**config.mk**
```make
export PLATFORM = sky130hd
export DESIGN_NAME = reset_sequencer
export DESIGN_NICKNAME = d
export VERILOG_FILES = /design/src/rtl/reset_sequencer.sv
export SDC_FILE = /design/constraint.sdc
export NUM_CORES = 1
export LEC_CHECK = 0
export CAP_MARGIN = 20
export CORE_MARGIN = 1
export CORE_UTILIZATION = 60
export CTS_BUF_LIST = sky130_fd_sc_hd__clkbuf_8
export DETAILED_ROUTE_END_ITERATION = 12
export PLACE_DENSITY = 0.82
export SLEW_MARGIN = 20
export SYNTH_ARGS = -nofsm -noshare
export SYNTH_HDL_FRONTEND = slang
export SYNTH_SLANG_ARGS = --single-unit
```
**constraint.sdc**
```tcl
create_clock -name CLK -period 3.9 [get_ports CLK]
set_input_delay 0.585 -clock CLK [delete_from_list [all_inputs] [get_ports CLK]]
set_output_delay 0.585 -clock CLK [all_outputs]
set_load 0.02 [all_outputs]
```
**src/rtl/reset_sequencer.sv**
```systemverilog
// Staged fabric reset release gated on synchronised POR, init-done and PLL lock.
// Optional lock-loss counter is built only when RESET_SEQ_LOCK_LOSS_CNT_EN is defined.
module reset_sequencer #(
  parameter int NUM_LOCKS   = 2,
  parameter int NUM_STAGES  = 3,
  parameter int STAGE_DELAY = 16,
  parameter int LOCK_FILTER = 8
) (
  input  logic                  CLK,
  input  logic                  EXT_RST_N,
  input  logic [NUM_LOCKS-1:0]  PLL_LOCK,
  input  logic                  INIT_DONE,
  input  logic                  FPGA_POR_N,
  output logic [NUM_STAGES-1:0] FABRIC_RESET_N,
  output logic                  PLL_POWERDOWN_B,
  output logic                  SEQ_DONE,
  output logic [7:0]            LOCK_LOSS_CNT
);

  localparam int FILT_W = $clog2(LOCK_FILTER + 1);
  localparam int DLY_W  = $clog2(STAGE_DELAY + 1);
  localparam int STG_W  = $clog2(NUM_STAGES + 1);
  localparam int SYN_W  = NUM_LOCKS + 2;

  typedef enum logic [2:0] {
    IDLE      = 3'd0,
    WAIT_LOCK = 3'd1,
    RELEASE   = 3'd2,
    RUN       = 3'd3,
    FAULT     = 3'd4
  } state_t;

  state_t                  state_r, state_nxt_s;
  logic [SYN_W-1:0]        sync1_r, sync2_r;
  logic [FILT_W-1:0]       filt_r, filt_nxt_s;
  logic [DLY_W-1:0]        dly_r, dly_nxt_s;
  logic [STG_W-1:0]        stg_r, stg_nxt_s;
  logic [NUM_STAGES-1:0]   fab_r, fab_nxt_s;
  logic                    done_r, done_nxt_s;
  logic                    pd_r;
  logic [NUM_LOCKS-1:0]    lock_s;
  logic                    init_s, por_s, all_lock_s;

  // Thermometer code with the n lowest bits set.
  function automatic logic [NUM_STAGES-1:0] therm(input logic [STG_W-1:0] n);
    logic [NUM_STAGES-1:0] t;
    for (int i = 0; i < NUM_STAGES; i++) begin
      t[i] = (STG_W'(i) < n);
    end
    return t;
  endfunction

  // Two-flop synchronisers for every asynchronous control input.
  always_ff @(posedge CLK or negedge EXT_RST_N) begin
    if (!EXT_RST_N) begin
      sync1_r <= {SYN_W{1'b0}};
      sync2_r <= {SYN_W{1'b0}};
    end else begin
      sync1_r <= {FPGA_POR_N, INIT_DONE, PLL_LOCK};
      sync2_r <= sync1_r;
    end
  end

  assign lock_s     = sync2_r[NUM_LOCKS-1:0];
  assign init_s     = sync2_r[NUM_LOCKS];
  assign por_s      = sync2_r[NUM_LOCKS+1];
  assign all_lock_s = &lock_s;

  // Next-state and next-output logic; loss of POR/init overrides everything.
  always_comb begin
    state_nxt_s = state_r;
    filt_nxt_s  = filt_r;
    dly_nxt_s   = dly_r;
    stg_nxt_s   = stg_r;
    fab_nxt_s   = fab_r;
    done_nxt_s  = done_r;
    if (!por_s || !init_s) begin
      state_nxt_s = IDLE;
      filt_nxt_s  = {FILT_W{1'b0}};
      dly_nxt_s   = {DLY_W{1'b0}};
      stg_nxt_s   = {STG_W{1'b0}};
      fab_nxt_s   = {NUM_STAGES{1'b0}};
      done_nxt_s  = 1'b0;
    end else begin
      case (state_r)
        IDLE: begin
          state_nxt_s = WAIT_LOCK;
          filt_nxt_s  = {FILT_W{1'b0}};
        end
        WAIT_LOCK: begin
          if (!all_lock_s) begin
            filt_nxt_s = {FILT_W{1'b0}};
          end else if (filt_r == FILT_W'(LOCK_FILTER - 1)) begin
            state_nxt_s  = RELEASE;
            filt_nxt_s   = {FILT_W{1'b0}};
            dly_nxt_s    = {DLY_W{1'b0}};
            stg_nxt_s    = {STG_W{1'b0}};
            fab_nxt_s    = {NUM_STAGES{1'b0}};
            fab_nxt_s[0] = 1'b1;
            done_nxt_s   = (NUM_STAGES == 1) ? 1'b1 : 1'b0;
          end else begin
            filt_nxt_s = filt_r + FILT_W'(1);
          end
        end
        RELEASE: begin
          if (!all_lock_s) begin
            state_nxt_s = FAULT;
            dly_nxt_s   = {DLY_W{1'b0}};
            stg_nxt_s   = {STG_W{1'b0}};
            fab_nxt_s   = {NUM_STAGES{1'b0}};
            done_nxt_s  = 1'b0;
          end else if (stg_r == STG_W'(NUM_STAGES - 1)) begin
            // Only reachable with a single stage: it was released on entry.
            state_nxt_s = RUN;
            done_nxt_s  = 1'b1;
          end else if (dly_r == DLY_W'(STAGE_DELAY - 1)) begin
            dly_nxt_s = {DLY_W{1'b0}};
            stg_nxt_s = stg_r + STG_W'(1);
            fab_nxt_s = therm(stg_r + STG_W'(2));
            if (stg_r + STG_W'(1) == STG_W'(NUM_STAGES - 1)) begin
              state_nxt_s = RUN;
              done_nxt_s  = 1'b1;
            end else begin
              done_nxt_s  = 1'b0;
            end
          end else begin
            dly_nxt_s = dly_r + DLY_W'(1);
          end
        end
        RUN: begin
          if (!all_lock_s) begin
            state_nxt_s = FAULT;
            stg_nxt_s   = {STG_W{1'b0}};
            fab_nxt_s   = {NUM_STAGES{1'b0}};
            done_nxt_s  = 1'b0;
          end else begin
            state_nxt_s = RUN;
          end
        end
        FAULT: begin
          state_nxt_s = WAIT_LOCK;
          filt_nxt_s  = {FILT_W{1'b0}};
        end
        default: begin
          state_nxt_s = IDLE;
          fab_nxt_s   = {NUM_STAGES{1'b0}};
          done_nxt_s  = 1'b0;
        end
      endcase
    end
  end

  // State, counters and registered outputs.
  always_ff @(posedge CLK or negedge EXT_RST_N) begin
    if (!EXT_RST_N) begin
      state_r <= IDLE;
      filt_r  <= {FILT_W{1'b0}};
      dly_r   <= {DLY_W{1'b0}};
      stg_r   <= {STG_W{1'b0}};
      fab_r   <= {NUM_STAGES{1'b0}};
      done_r  <= 1'b0;
      pd_r    <= 1'b0;
    end else begin
      state_r <= state_nxt_s;
      filt_r  <= filt_nxt_s;
      dly_r   <= dly_nxt_s;
      stg_r   <= stg_nxt_s;
      fab_r   <= fab_nxt_s;
      done_r  <= done_nxt_s;
      pd_r    <= (state_nxt_s != IDLE);
    end
  end

  assign FABRIC_RESET_N  = fab_r;
  assign SEQ_DONE        = done_r;
  assign PLL_POWERDOWN_B = pd_r;

`ifdef RESET_SEQ_LOCK_LOSS_CNT_EN
  logic [7:0] llc_r;

  // Saturating count of FAULT entries; survives IDLE, cleared only by EXT_RST_N.
  always_ff @(posedge CLK or negedge EXT_RST_N) begin
    if (!EXT_RST_N) begin
      llc_r <= 8'd0;
    end else if ((state_nxt_s == FAULT) && (state_r != FAULT) && (llc_r != 8'd255)) begin
      llc_r <= llc_r + 8'd1;
    end else begin
      llc_r <= llc_r;
    end
  end

  assign LOCK_LOSS_CNT = llc_r;
`else
  assign LOCK_LOSS_CNT = 8'd0;
`endif

endmodule

```
== After elaboration in Yosys (flattened, before gate mapping) ==
Index checks and enable logic that the tools add are counted.
Cells by class
  add/subtract/negate cells: 4
  $lt $le $gt $ge: 3
  equal/unequal tests: 15
  multiplexer cells: 45
  reduce and logical (&&, ||, !) cells: 14
Operators by type and width (number)
  $mux W3: 15
  $mux W5: 6
  $pmux W3 S4: 2
  $mux W2: 7
  $mux W4: 3
  $reduce_and A6 Y1: 2
  $pmux W5 S2: 1
  $ne A3 B3 Y1 const B: 3
  $reduce_bool A3 Y1: 3
  $mux W1: 8
  $ne A4 B4 Y1 const B: 2
  $pmux W4 S2: 1
  $eq A3 B2 Y1 const B: 2
  $pmux W2 S3: 1
  $add A5 B1 Y5 const B: 1
  $eq A5 B4 Y1 const B: 1
  $ne A5 B5 Y1 const B: 1
  $reduce_and A5 Y1: 1
  $add A4 B1 Y4 const B: 1
  $eq A2 B2 Y1 const B: 2
  $eq A4 B3 Y1 const B: 1
  $lt A1 B2 Y1 const A: 2
  $pmux W1 S4: 1
  $reduce_and A4 Y1: 1
  other kinds (12): 13
Storage, ports and cells
  register bits: 27
  word-level logic and storage cells: 90

== Logic depth before layout (Yosys ltp) ==
Gate-level depths: netlist (run 1).
  depth after elaboration: 9
  depth in mapped cells: 6

== Least setup slack after synthesis (run 1) ==
Ideal clock, no wire load.
  kind: reg2reg
  start point: register filt_r[0]
  end point: register dly_r[3]
  library setup time: 0.090 ns
  data arrival time: 1.537 ns
  data required time: 3.810 ns
  path slack: 2.273 ns
  stages on the path, launching flop included: 6
  period minus slack after synthesis: 1.627 ns
  path through: dfrtp_1 -> ha_1 -> and3b_1 -> and2_1 -> a221o_1 -> o221ai_1
Between the ends
  word-level cells in the longest chain between the ends: 3
Ends and longest elaborated chain
  from (decl): line 35  | logic [FILT_W-1:0] filt_r, filt_nxt_s;
  from (signal assigned): line 157  | filt_r <= {FILT_W{1'b0}};
  from (signal assigned): line 165  | filt_r <= filt_nxt_s;
  $eq A4 B3 Y1: line 93  | end else if (filt_r == FILT_W'(LOCK_FILTER - 1)) begin
  $ne A3 B3 Y1 (no line)
  $reduce_and A4 Y1 (no line)
  to (signal assigned): line 158  | dly_r <= {DLY_W{1'b0}};
  to (signal assigned): line 166  | dly_r <= dly_nxt_s;
  to (decl): line 36  | logic [DLY_W-1:0] dly_r, dly_nxt_s;
Every way passes these cells.
A chain may end at the register's enable or synchronous reset.

== Final worst setup path (run 1) ==
  start point: register stg_r[0]
  end point: register fab_r[0], in the netlist FABRIC_RESET_N[0]
Between the ends
  word-level cells in the longest chain between the ends: 7
Ends and longest elaborated chain
  from (decl): line 37  | logic [STG_W-1:0] stg_r, stg_nxt_s;
  from (signal assigned): line 159  | stg_r <= {STG_W{1'b0}};
  from (signal assigned): line 167  | stg_r <= stg_nxt_s;
  $add A2 B2 Y2: line 119  | fab_nxt_s = therm(stg_r + STG_W'(2));
  $lt A1 B2 Y1: line 48  | t[i] = (STG_W'(i) < n);
  $mux W3: line 116  | end else if (dly_r == DLY_W'(STAGE_DELAY - 1)) begin
  $mux W3: line 112  | end else if (stg_r == STG_W'(NUM_STAGES - 1)) begin
  $mux W3: line 106  | if (!all_lock_s) begin
  $pmux W3 S4: line 85  | case (state_r)
  $mux W3: line 77  | if (!por_s || !init_s) begin
  to (signal assigned): line 160  | fab_r <= {NUM_STAGES{1'b0}};
  to (signal assigned): line 168  | fab_r <= fab_nxt_s;
  to (decl): line 38  | logic [NUM_STAGES-1:0] fab_r, fab_nxt_s;
Several ways; a longest one is shown, not always the timed one. The select of a mux whose other input is x is not followed.

==> results of run 1 <==
## worst max-delay path by stage
stage	from	end	slack, ns
after detailed placement	stg_r[0]	FABRIC_RESET_N[0]	2.11
after floorplan	filt_r[0]	dly_r[3]	2.27
after CTS	stg_r[0]	FABRIC_RESET_N[0]	2.03
after global placement	stg_r[0]	FABRIC_RESET_N[0]	2.17
final	stg_r[0]	FABRIC_RESET_N[0]	2.02
after global routing	stg_r[0]	FABRIC_RESET_N[0]	1.90
## layout by cell type, fill, tap and decap left out, types with 2 or more instances in the layout
cell type / instances
o221ai_1: 2
inv_1: 9
nor3_1: 4
nand3_1: 8
and2_1: 3
conb_1: 8
ha_1: 4
nand2_1: 12
nand4b_1: 2
o22ai_1: 2
nor3b_1: 3
clkbuf_8: 3
nor4_1: 2
dfrtp_1: 27
o21ai_0: 6
a31oi_1: 2
a21oi_1: 9
nor2_1: 7
mux2i_1: 3
clkdlybuf4s50_1: 10
## flip-flops by register name, summed over array words and instances, names as in the netlist, 2 cells and up
signal          count
FABRIC_RESET_N      3
sync1_r             4
dly_r               5
stg_r               2
state_r             3
sync2_r             4
filt_r              4
## synthesized netlist by cell type (all sizes together) (2+ instances only)
cell type and instances:
mux2i 3, nand2 12, nor4 3, inv 9, clkbuf 2, nand3 8, a21oi 9, buf 12
nor3b 3, and2 3, a31oi 2, ha 4, dfrtp 27, nor2 7, o21ai 6, nand4b 3
nor3 4, o22ai 2, o221ai 2
## routing by layer
| metal | vias to the layer above | share of wire | wire length, um | global-route usage |
|---|---|---|---|---|
| met5 | - | 0 | 0 | 0 |
| met4 | 0 | 0.035 | 93 | 0.133 |
| met3 | 11 | 0.074 | 198 | 0.0679 |
| met2 | 55 | 0.46 | 1240 | 0.396 |
| met1 | 500 | 0.43 | 1140 | 0.317 |
| li1 | 492 | - | - | - |
## cell families after synthesis
family          count (synthesis)  share of synthesized area
other cells                     1                    0.00270
mux                             3                     0.0217
simple gates                   50                      0.218
fa+ha+maj                       4                     0.0361
buf+inv                        23                     0.0930
flops                          27                      0.487
compound gates                 30                      0.141
## critical path: cells and delay by family, from the launching register on
kind	cells	cell delay (ns)
simple gates	2	0.70
flops	1	0.40
compound gates	2	0.39
fa+ha+maj	1	0.26
buf+inv	1	0.06
## cell type report
class                   instances  share of cell area
clock buffers                   3              0.0274
inverters                       9              0.0224
well taps                      28              0.0233
clock inverters                 1             0.00332
flip-flops and latches         27               0.449
repair buffers                 11              0.0714
multi-input cells              95               0.404
## power by group through the flow
stage          combinational (uW)  clock (uW)  sequential, uW
2_1_floorplan                28.3           0             295
5_1_grt                      41.0         172             291
3_5_place_dp                 37.3           0             296
4_1_cts                      37.6         162             290
3_3_place_gp                 37.0           0             295
6_report                     37.5         158             290
## through the flow
stage / std cells / setup slack (ns) / area [um^2] / hold WS [ns]
4_1_cts: 174 / 2.03 / 1510 / 0.357
5_1_grt: 174 / 1.90 / 1510 / 0.363
3_5_place_dp: 170 / 2.11 / 1460 / 0.337
2_1_floorplan: 145 / 2.27 / 1410 / 0.289
3_3_place_gp: 170 / 2.17 / 1460 / 0.333
6_report: 174 / 2.02 / 1510 / 0.355
==> impl_results.md, run 1 <==
* Share of cells above drive strength 1 at 0.0616
* Yosys reg bits at 27
* Hold Startpoint: sync1_r[3]
* Netlist cell types at 41
* Largest area contributor in the netlist: dfrtp_1
* CTS tree: done
* Setup crit start kind: flop
* RSZ-0062 raised after global routing: false
* First-pass GRT wire length at 4.51 mm
* Sw power at 117 uW
* Die area at 2510 um^2
* Initial Util at 0.633
* PwrDens at 322 nW/um^2
* Max-slew headroom at 0.556
* Hold Violations, Final at 0
* Synth warn at 0
* Worst hold path cell count at 0
* Antenna diodes at 0
* Net Sw Frac at 0.240
* CP Cell Sequence: inv_1 -> ha_1 -> nor2_1 -> a21oi_1 -> nor3_1 -> o221a_2
* ANT nets after route at 0
* WHS Endpoint: sync2_r[3]
* Sink Count at 27
* FF+latch area at 676 um^2
* Slew @ Worst Pin at 0.661 ns
* Vias/cell at 6.08
* Syn_area_per_cell at 10.0 um^2
* Int Power at 369 uW
* Period utilization at 0.481
* Layout Nets at 157
* Hold Path Class: reg -> reg
* Reg-to-Reg End: FABRIC_RESET_N[0]
* Initial antenna violation count at 0
* Top cells by area, synth: dfrtp_1 (49%), buf_4 (4.9%), ha_1 (3.6%), a21oi_1 (3.2%), nand2_1 (3.2%)
* Longest Clk Path Bufs at 2
* Largest net degree at the start of global routing at 28
* PortBufs at 10
* H-tree lvl count at 1
* Seq/Total Area, Yosys at 0.487
* Residual DRC count at 0
* Max stage delay on crit path at 0.40 ns
* Gr ovfl total at 0
* Worst r2r src: stg_r[0]
* Final Wtd Congestion at 0.861
* Data arrival time of the critical path at 2.09 ns
* FMAX at 533 MHz
* Initial DRC count at 31
* Max cap viols at 0
* TritonCTS buffer count at 3
* Worst-path fanout max at 6
* Iteration count of the initial detailed-routing pass at 4
* Predominant post-synthesis flop cell: dfrtp_1
* Core area at 2190 um^2
* Dpl hpwl at 1.93 mm
* Flop2flop setup slack at 2.02 ns
* Clk network pwr share at 0.325
* GRT Total Usage at 0.253
* Area taken by multi-input logic gates at 608 um^2
* WL final at 2.67 mm
* Async set-reset flop share out of synthesis at 1.00
* Kind of critical path: reg -> reg
* Final core utilization at 0.688
* Skew-Pair Late Insertion Delay at 0.28 ns
* Clock-pin slew on the worst setup and hold paths at 0.09 ns
* Final Power at 485 uW
* Maximum vdd drop at 0.268 mV
* Combinational share of power at 0.077
* Leak at 0.000651 uW
* Final setup violation count at 0
* Synth Cell Area at 1390 um^2
* Area share of the largest cell type after synthesis at 0.487
* Status: finished, final reports clean
* Setup Buffers After CTS at 0
* Die Y at 50.1 um
* Reg power frac at 0.598
* CP endpoint kind: flop
* Max-slew violations at 0
* Max Clock Skew at 0.00643 ns
* Data required, critical path at 4.12 ns
* Die width at 50.1 um
* Vias in the first global route at 946
* Worst R2R Path Depth at 6
* WL per Instance at 15.4 um
* Fin crit period at 1.88 ns
* FILL cells at 162
* Cell Rows at 17
* Vias at 1,058
* Post-synth EDFFs at 0
* Root buf cell: clkbuf_8
* CTS Hold Buffers Added at 0
* Area Growth Syn to Fin at 8.66%
* Post-CTS sizing at 0
* Synth Instances at 138
* Slowest CP cell: dfrtp_1
* IO Count at 19
* Setup TNS at 0 ns
Power figures use the tool's default switching activity.
==> run 2, diff against run 1 <==
--- a/config.mk
+++ b/config.mk
@@ -7,10 +7,10 @@
 export LEC_CHECK = 0
 export CAP_MARGIN = 20
 export CORE_MARGIN = 1
-export CORE_UTILIZATION = 60
+export CORE_UTILIZATION = 56
 export CTS_BUF_LIST = sky130_fd_sc_hd__clkbuf_8
 export DETAILED_ROUTE_END_ITERATION = 12
-export PLACE_DENSITY = 0.82
+export PLACE_DENSITY = 0.77
 export SLEW_MARGIN = 20
 export SYNTH_ARGS = -nofsm -noshare
 export SYNTH_HDL_FRONTEND = slang
==> constraint.sdc (replaced) <==
create_clock -name CLK -period 1.85 [get_ports CLK]
set_input_delay 0.2775 -clock CLK [delete_from_list [all_inputs] [get_ports CLK]]
set_output_delay 0.2775 -clock CLK [all_outputs]
set_load 0.02 [all_outputs]
==> run 2 against run 1 <==
Net effect: sequential share of layout area decreased by 1.2 points; power is 110% higher; final cell count grew 2.9%; via count shrank 3.3%; die area increased by 6.8%; critical path depth decreased by 1; clock skew shrank 0.0051 ns; cell area increased by 2.7%; worst setup slack lost 1.9 ns; flip-flop and latch count unchanged; largest cell class unchanged; clock-buffer cell count is the same.
==> impl_results.md, run 2 (synthesis gave the netlist of run 1 again) <==
* Int Power at 782 uW (+110%)
* GRT Total Usage at 0.227 (-0.0257)
* Worst-path fanout max at 5 (-1)
* Max cap viols at 0 (unchanged)
* Hold Violations, Final at 0 (unchanged)
* Largest reg by FF count: dly_r
* CTS tree: done
* Sink Count at 27 (unchanged)
* CTS Hold Buffers Added at 0 (unchanged)
* Longest Clk Path Bufs at 2 (unchanged)
* PortBufs at 10 (unchanged)
* WL final at 2.61 mm (-2.4%)
* Die Y at 51.8 um (+3.4%)
* Setup crit start kind: flop
* Setup Buffers After CTS at 0 (unchanged)
* Max stage delay on crit path at 0.42 ns (+0.02 ns)
* Pre-CTS setup slack at 0.0946 ns (-2.02 ns)
* Final Wtd Congestion at 0.836 (-2.8%)
* Initial DRC count at 25 (-19%)
* Worst r2r src: filt_r[0]
* Most common cell after layout, fill and taps aside: dfrtp_1
* Antenna diodes at 0 (unchanged)
* Gr ovfl total at 0 (unchanged)
* Share of cells above drive strength 1 at 0.0927 (+0.0311)
* Clock-pin slew on the worst setup and hold paths at 0.09 ns (about the same)
* Max-slew violations at 0 (unchanged)
* Period utilization at 0.951 (+0.470)
* Cell Rows at 17 (unchanged)
* Initial Util at 0.609 (-0.0237)
* Hold Startpoint: sync1_r[1]
* Hold Path Class: reg -> reg
* Max reg flops at 5 (unchanged)
* Layout Nets at 162 (+3.2%)
* FMAX at 568 MHz (+6.7%)
* Iteration count of the initial detailed-routing pass at 4 (unchanged)
* Core area at 2280 um^2 (+3.9%)
* Setup TNS at 0 ns (unchanged)
* Root buf cell: clkbuf_8
* Kind of critical path: reg -> reg
* Status: finished, final reports clean
* Bufs and invs on worst path at 0 (-1)
* CP endpoint kind: flop
* Max Clock Skew at 0.00134 ns (-0.00508 ns)
* Final worst setup slack at 0.0904 ns (-1.93 ns)
* CP top delay family: compound AO/OA/AOI/OAI gates
* Combinational share of power at 0.083 (+0.006)
* Area Growth Syn to Fin at 11.6%
* Leak at 0.000673 uW (+3.4%)
* Final setup violation count at 0 (unchanged)
* First-pass GRT wire length at 4.40 mm (-2.6%)
* Dpl hpwl at 1.97 mm (+2.2%)
* Largest net degree at the start of global routing at 28 (unchanged)
* IO Count at 19 (unchanged)
* CP Cell Sequence: ha_1 -> and3b_1 -> and2_1 -> a221o_1 -> o221ai_1
* Die area at 2680 um^2 (+6.8%)
* Skew-Pair Late Insertion Delay at 0.27 ns (about the same)
* Post-CTS sizing at 0 (unchanged)
* Reg power frac at 0.592 (-0.006)
* RSZ-0062 raised after global routing: true
* Slowest CP cell: dfrtp_1
* Vias at 1,023 (-3.3%)
* Initial antenna violation count at 0 (unchanged)
* Sw power at 245 uW (+110%)
* Die width at 51.8 um (+3.4%)
* TritonCTS buffer count at 3 (unchanged)
* PwrDens at 664 nW/um^2 (+110%)
* Data required, critical path at 2.04 ns (-2.08 ns)
* Residual DRC count at 0 (unchanged)
* Maximum vdd drop at 0.822 mV (+210%)
* WL per Instance at 14.6 um (-5.1%)
* Data arrival time of the critical path at 1.95 ns (-0.14 ns)
* ANT nets after route at 0 (unchanged)
* Fin crit period at 1.76 ns (-0.117 ns)
* Net Sw Frac at 0.239 (-0.00141)
* Vias/cell at 5.72 (-6.0%)
* Highest-count cells in the layout ignoring fill and taps: dfrtp_1 (27), nand2_1 (12), clkdlybuf4s50_1 (10)
* Vias in the first global route at 967 (+2.2%)
* H-tree lvl count at 1 (unchanged)
* Clk network pwr share at 0.325 (about the same)
* Start point of the critical path: filt_r[0]
-- run 2: metrics by stage --
stage | hold slack (ns) | instance area [um^2] | utilization | cells | power, uW
finish | 0.355 | 1550 | 0.679 | 179 | 1030
global route | 0.365 | 1550 | 0.679 | 179 | 1060
CTS | 0.360 | 1550 | 0.679 | 179 | 1040
detailed placement | 0.338 | 1500 | 0.658 | 175 | 705
global placement | 0.333 | 1500 | 0.658 | 175 | 703
floorplan | -0.0181 | 1410 | - | 145 | 680
-- run 2: worst paths after layout --
| kind | end | slack [ns] | depth (start not counted) |
|---|---|---|---|
| setup / recovery | dly_r[3] | 0.09 | 5 |
| hold / removal | sync2_r[1] | 0.36 | 0 |
| setup reg to reg | dly_r[3] | 0.09 | 5 |
| hold reg to reg | sync2_r[1] | 0.36 | 0 |
| max in group asynchronous | SEQ_DONE | 1.23 | 2 |
| min in group asynchronous | stg_r[0] | 0.37 | 2 |
-- run 2: per-layer routing --
metal / vias up / GRT usage / share of wire
met2: 24 / 0.372 / 0.48
met5: - / 0 / 0
met3: 2 / 0.0351 / 0.033
met4: 0 / 0.0631 / 0.0092
met1: 500 / 0.313 / 0.48
li1: 497 / - / -
-- run 2: layout make-up --
class	count	area [um^2]
Timing Repair Buffer	16	145
Inverter	9	33.8
Clock buffer	3	41.3
Clock inverter	1	7.51
Fill cell	193	729
Multi-Input combinational cell	95	608
Tap cell	28	35.0
Sequential cell	27	676
-- run 2: power by group through the flow --
| stage | Sequential (uW) | Clock (uW) | Combinational, uW |
|---|---|---|---|
| finish | 608 | 334 | 85.5 |
| global route | 609 | 356 | 94.2 |
| CTS | 608 | 342 | 85.4 |
| detailed placement | 620 | 0 | 85.4 |
| global placement | 619 | 0 | 84.0 |
| floorplan | 621 | 0 | 59.6 |
==> run 3, diff against run 2 <==
--- a/config.mk
+++ b/config.mk
@@ -7,10 +7,10 @@
 export LEC_CHECK = 0
 export CAP_MARGIN = 20
 export CORE_MARGIN = 1
-export CORE_UTILIZATION = 56
+export CORE_UTILIZATION = 55
 export CTS_BUF_LIST = sky130_fd_sc_hd__clkbuf_8
 export DETAILED_ROUTE_END_ITERATION = 12
-export PLACE_DENSITY = 0.77
+export PLACE_DENSITY = 0.76
 export SLEW_MARGIN = 20
 export SYNTH_ARGS = -nofsm -noshare
 export SYNTH_HDL_FRONTEND = slang
==> run 3 against run 2 <==
Net effect: fmax shrank 0.58%; power down 0.21%; utilization grew 0.62 points; highest routed layer unchanged.
==> impl_results.md, run 3 (synthesis gave the netlist of run 1 again) <==
* Most common cell after layout, fill and taps aside: dfrtp_1
* Layout Nets at 165 (+1.9%)
* Max-slew violations at 0 (unchanged)
* Setup crit start kind: flop
* Status: finished, final reports clean
* Period utilization at 0.957 (+0.00554)
* Maximum vdd drop at 0.625 mV (-24%)
* Final Power at 1030 uW (-0.21%)
* Final setup violation count at 0 (unchanged)
* Sink Count at 27 (unchanged)
* Hold Path Class: reg -> reg
* Initial antenna violation count at 0 (unchanged)
* Vias at 1,086 (+6.2%)
* Fin crit period at 1.77 ns (+0.0102 ns)
* IO Count at 19 (unchanged)
* Met2 Usage GRT at 0.342 (-0.0304)
* Die width at 52.2 um (+0.87%)
* CTS tree: done
* Largest reg by FF count: dly_r
* TritonCTS buffer count at 3 (unchanged)
* Kind of critical path: reg -> reg
* Area Growth Syn to Fin at 13.6%
* Largest net degree at the start of global routing at 28 (unchanged)
* Highest-count cells in the layout ignoring fill and taps: dfrtp_1 (27), nand2_1 (12), inv_1 (10), clkdlybuf4s50_1 (10)
* Longest Clk Path Bufs at 2 (unchanged)
* First-pass GRT wire length at 4.24 mm (-3.6%)
* Dpl hpwl at 1.92 mm (-2.7%)
* WL per Instance at 15.5 um (+6.0%)
* GR met3 Demand/Resource at 0.0406 (+0.00549)
* PortBufs at 10 (unchanged)
* Skew-Pair Late Insertion Delay at 0.27 ns (about the same)
* FMAX at 565 MHz (-0.58%)
* Final Wtd Congestion at 0.775 (-7.3%)
* Max cap viols at 0 (unchanged)
* Max reg flops at 5 (unchanged)
* GRT Total Usage at 0.218 (-0.00898)
* PwrDens at 651 nW/um^2 (-2.0%)
* CP endpoint kind: flop
* Antenna diodes at 0 (unchanged)
* Hold Violations, Final at 0 (unchanged)
* WL final at 2.81 mm (+7.8%)
* Die Y at 52.2 um (+0.87%)
* ANT nets after route at 0 (unchanged)
* FILL cells at 172 (-11%)
* Share of cells above drive strength 1 at 0.123 (+0.0307)
* Vias in the first global route at 949 (-1.9%)
* Initial DRC count at 40 (+60%)
* Clock-pin slew on the worst setup and hold paths at 0.09 ns (about the same)
* Cell Rows at 17 (unchanged)
* Data required, critical path at 2.04 ns (about the same)
* Leak at 0.000692 uW (+2.8%)
* Vias/cell at 5.97 (+4.4%)
* Die area at 2730 um^2 (+1.7%)
* Grt peak-use layer: met2
* Fin cells at 182 (+1.7%)
* H-tree lvl count at 1 (unchanged)
* Gr ovfl total at 0 (unchanged)
* Data arrival time of the critical path at 1.96 ns (about the same)
* Residual DRC count at 0 (unchanged)
* Initial Util at 0.603 (-0.00564)
* Met1 Track Usage GR at 0.300 (-0.0130)
* Iteration count of the initial detailed-routing pass at 5 (+1)
* Max Clock Skew at 0.00322 ns (+0.00188 ns)
* Placed Instances at 175 (unchanged)
* Worst-path fanout max at 5 (unchanged)
* Core area at 2300 um^2 (+0.93%)
* Root buf cell: clkbuf_8
[run 3: cell count changes in the layout (fill, tap and decap cells not counted), sizes merged]
| cell | before | now |
|---|---|---|
| clkinvlp | 1 | 0 |
| buf | 6 | 9 |
| inv | 9 | 10 |
[run 3: per-stage QoR]
step / worst slack [ns] / TNS, ns / hold WS [ns] / util / cell area (um^2)
after detailed placement: 0.0791 / 0 / 0.345 / 0.652 / 1500
after floorplan: 0.223 / 0 / -0.0181 / - / 1410
final: 0.0802 / 0 / 0.361 / 0.686 / 1580
after global routing: -0.00494 / -0.00494 / 0.371 / 0.686 / 1580
after CTS: 0.0603 / 0 / 0.366 / 0.672 / 1540
after global placement: 0.157 / 0 / 0.336 / 0.652 / 1500
[run 3: what timing repair did]
item                                    in CTS  in global routing
resized for setup                            0                  4
buffers inserted                             0                  3
endpoints found under the setup margin       0                  4
hold buffers                                 0                  0
[run 3: final timing paths]
| check | depth (start not counted) | slack [ns] | end | from |
|---|---|---|---|---|
| setup reg to reg | 5 | 0.08 | dly_r[3] | filt_r[0] |
| hold reg to reg | 0 | 0.36 | sync2_r[2] | sync1_r[2] |
| min in group asynchronous | 2 | 0.37 | dly_r[0] | EXT_RST_N |
| setup / recovery | 5 | 0.08 | dly_r[3] | filt_r[0] |
| max in group asynchronous | 2 | 1.23 | sync2_r[3] | EXT_RST_N |
| hold / removal | 0 | 0.36 | sync2_r[2] | sync1_r[2] |
[run 3: cell type report]
type	count	area, um^2	share of cell area
Sequential cell	27	676	0.429
Clock inverter	1	3.75	0.00238
Timing Repair Buffer	19	168	0.106
Inverter	9	33.8	0.0214
Tap cell	28	35.0	0.0222
Multi-Input combinational cell	95	618	0.392
Clock buffer	3	41.3	0.0262
[run 3: worst max-delay path, cell delays in order (launching register included)]
cell and delay (ns):
dfrtp_1 0.41, ha_2 0.21, and3b_2 0.25, and2_1 0.19
a221o_1 0.44, o221ai_2 0.19
[run 3: layer usage]
layer,up-vias,share of wire
li1,507,-
met1,520,0.45
met2,55,0.48
met3,4,0.054
met4,0,0.010
met5,-,0
[run 3: where the power goes]
part           switching, uW  leakage, uW  internal (uW)
logic                   59.2     0.000308           27.8
clock network            181    0.0000269            149
registers               6.54     0.000357            602
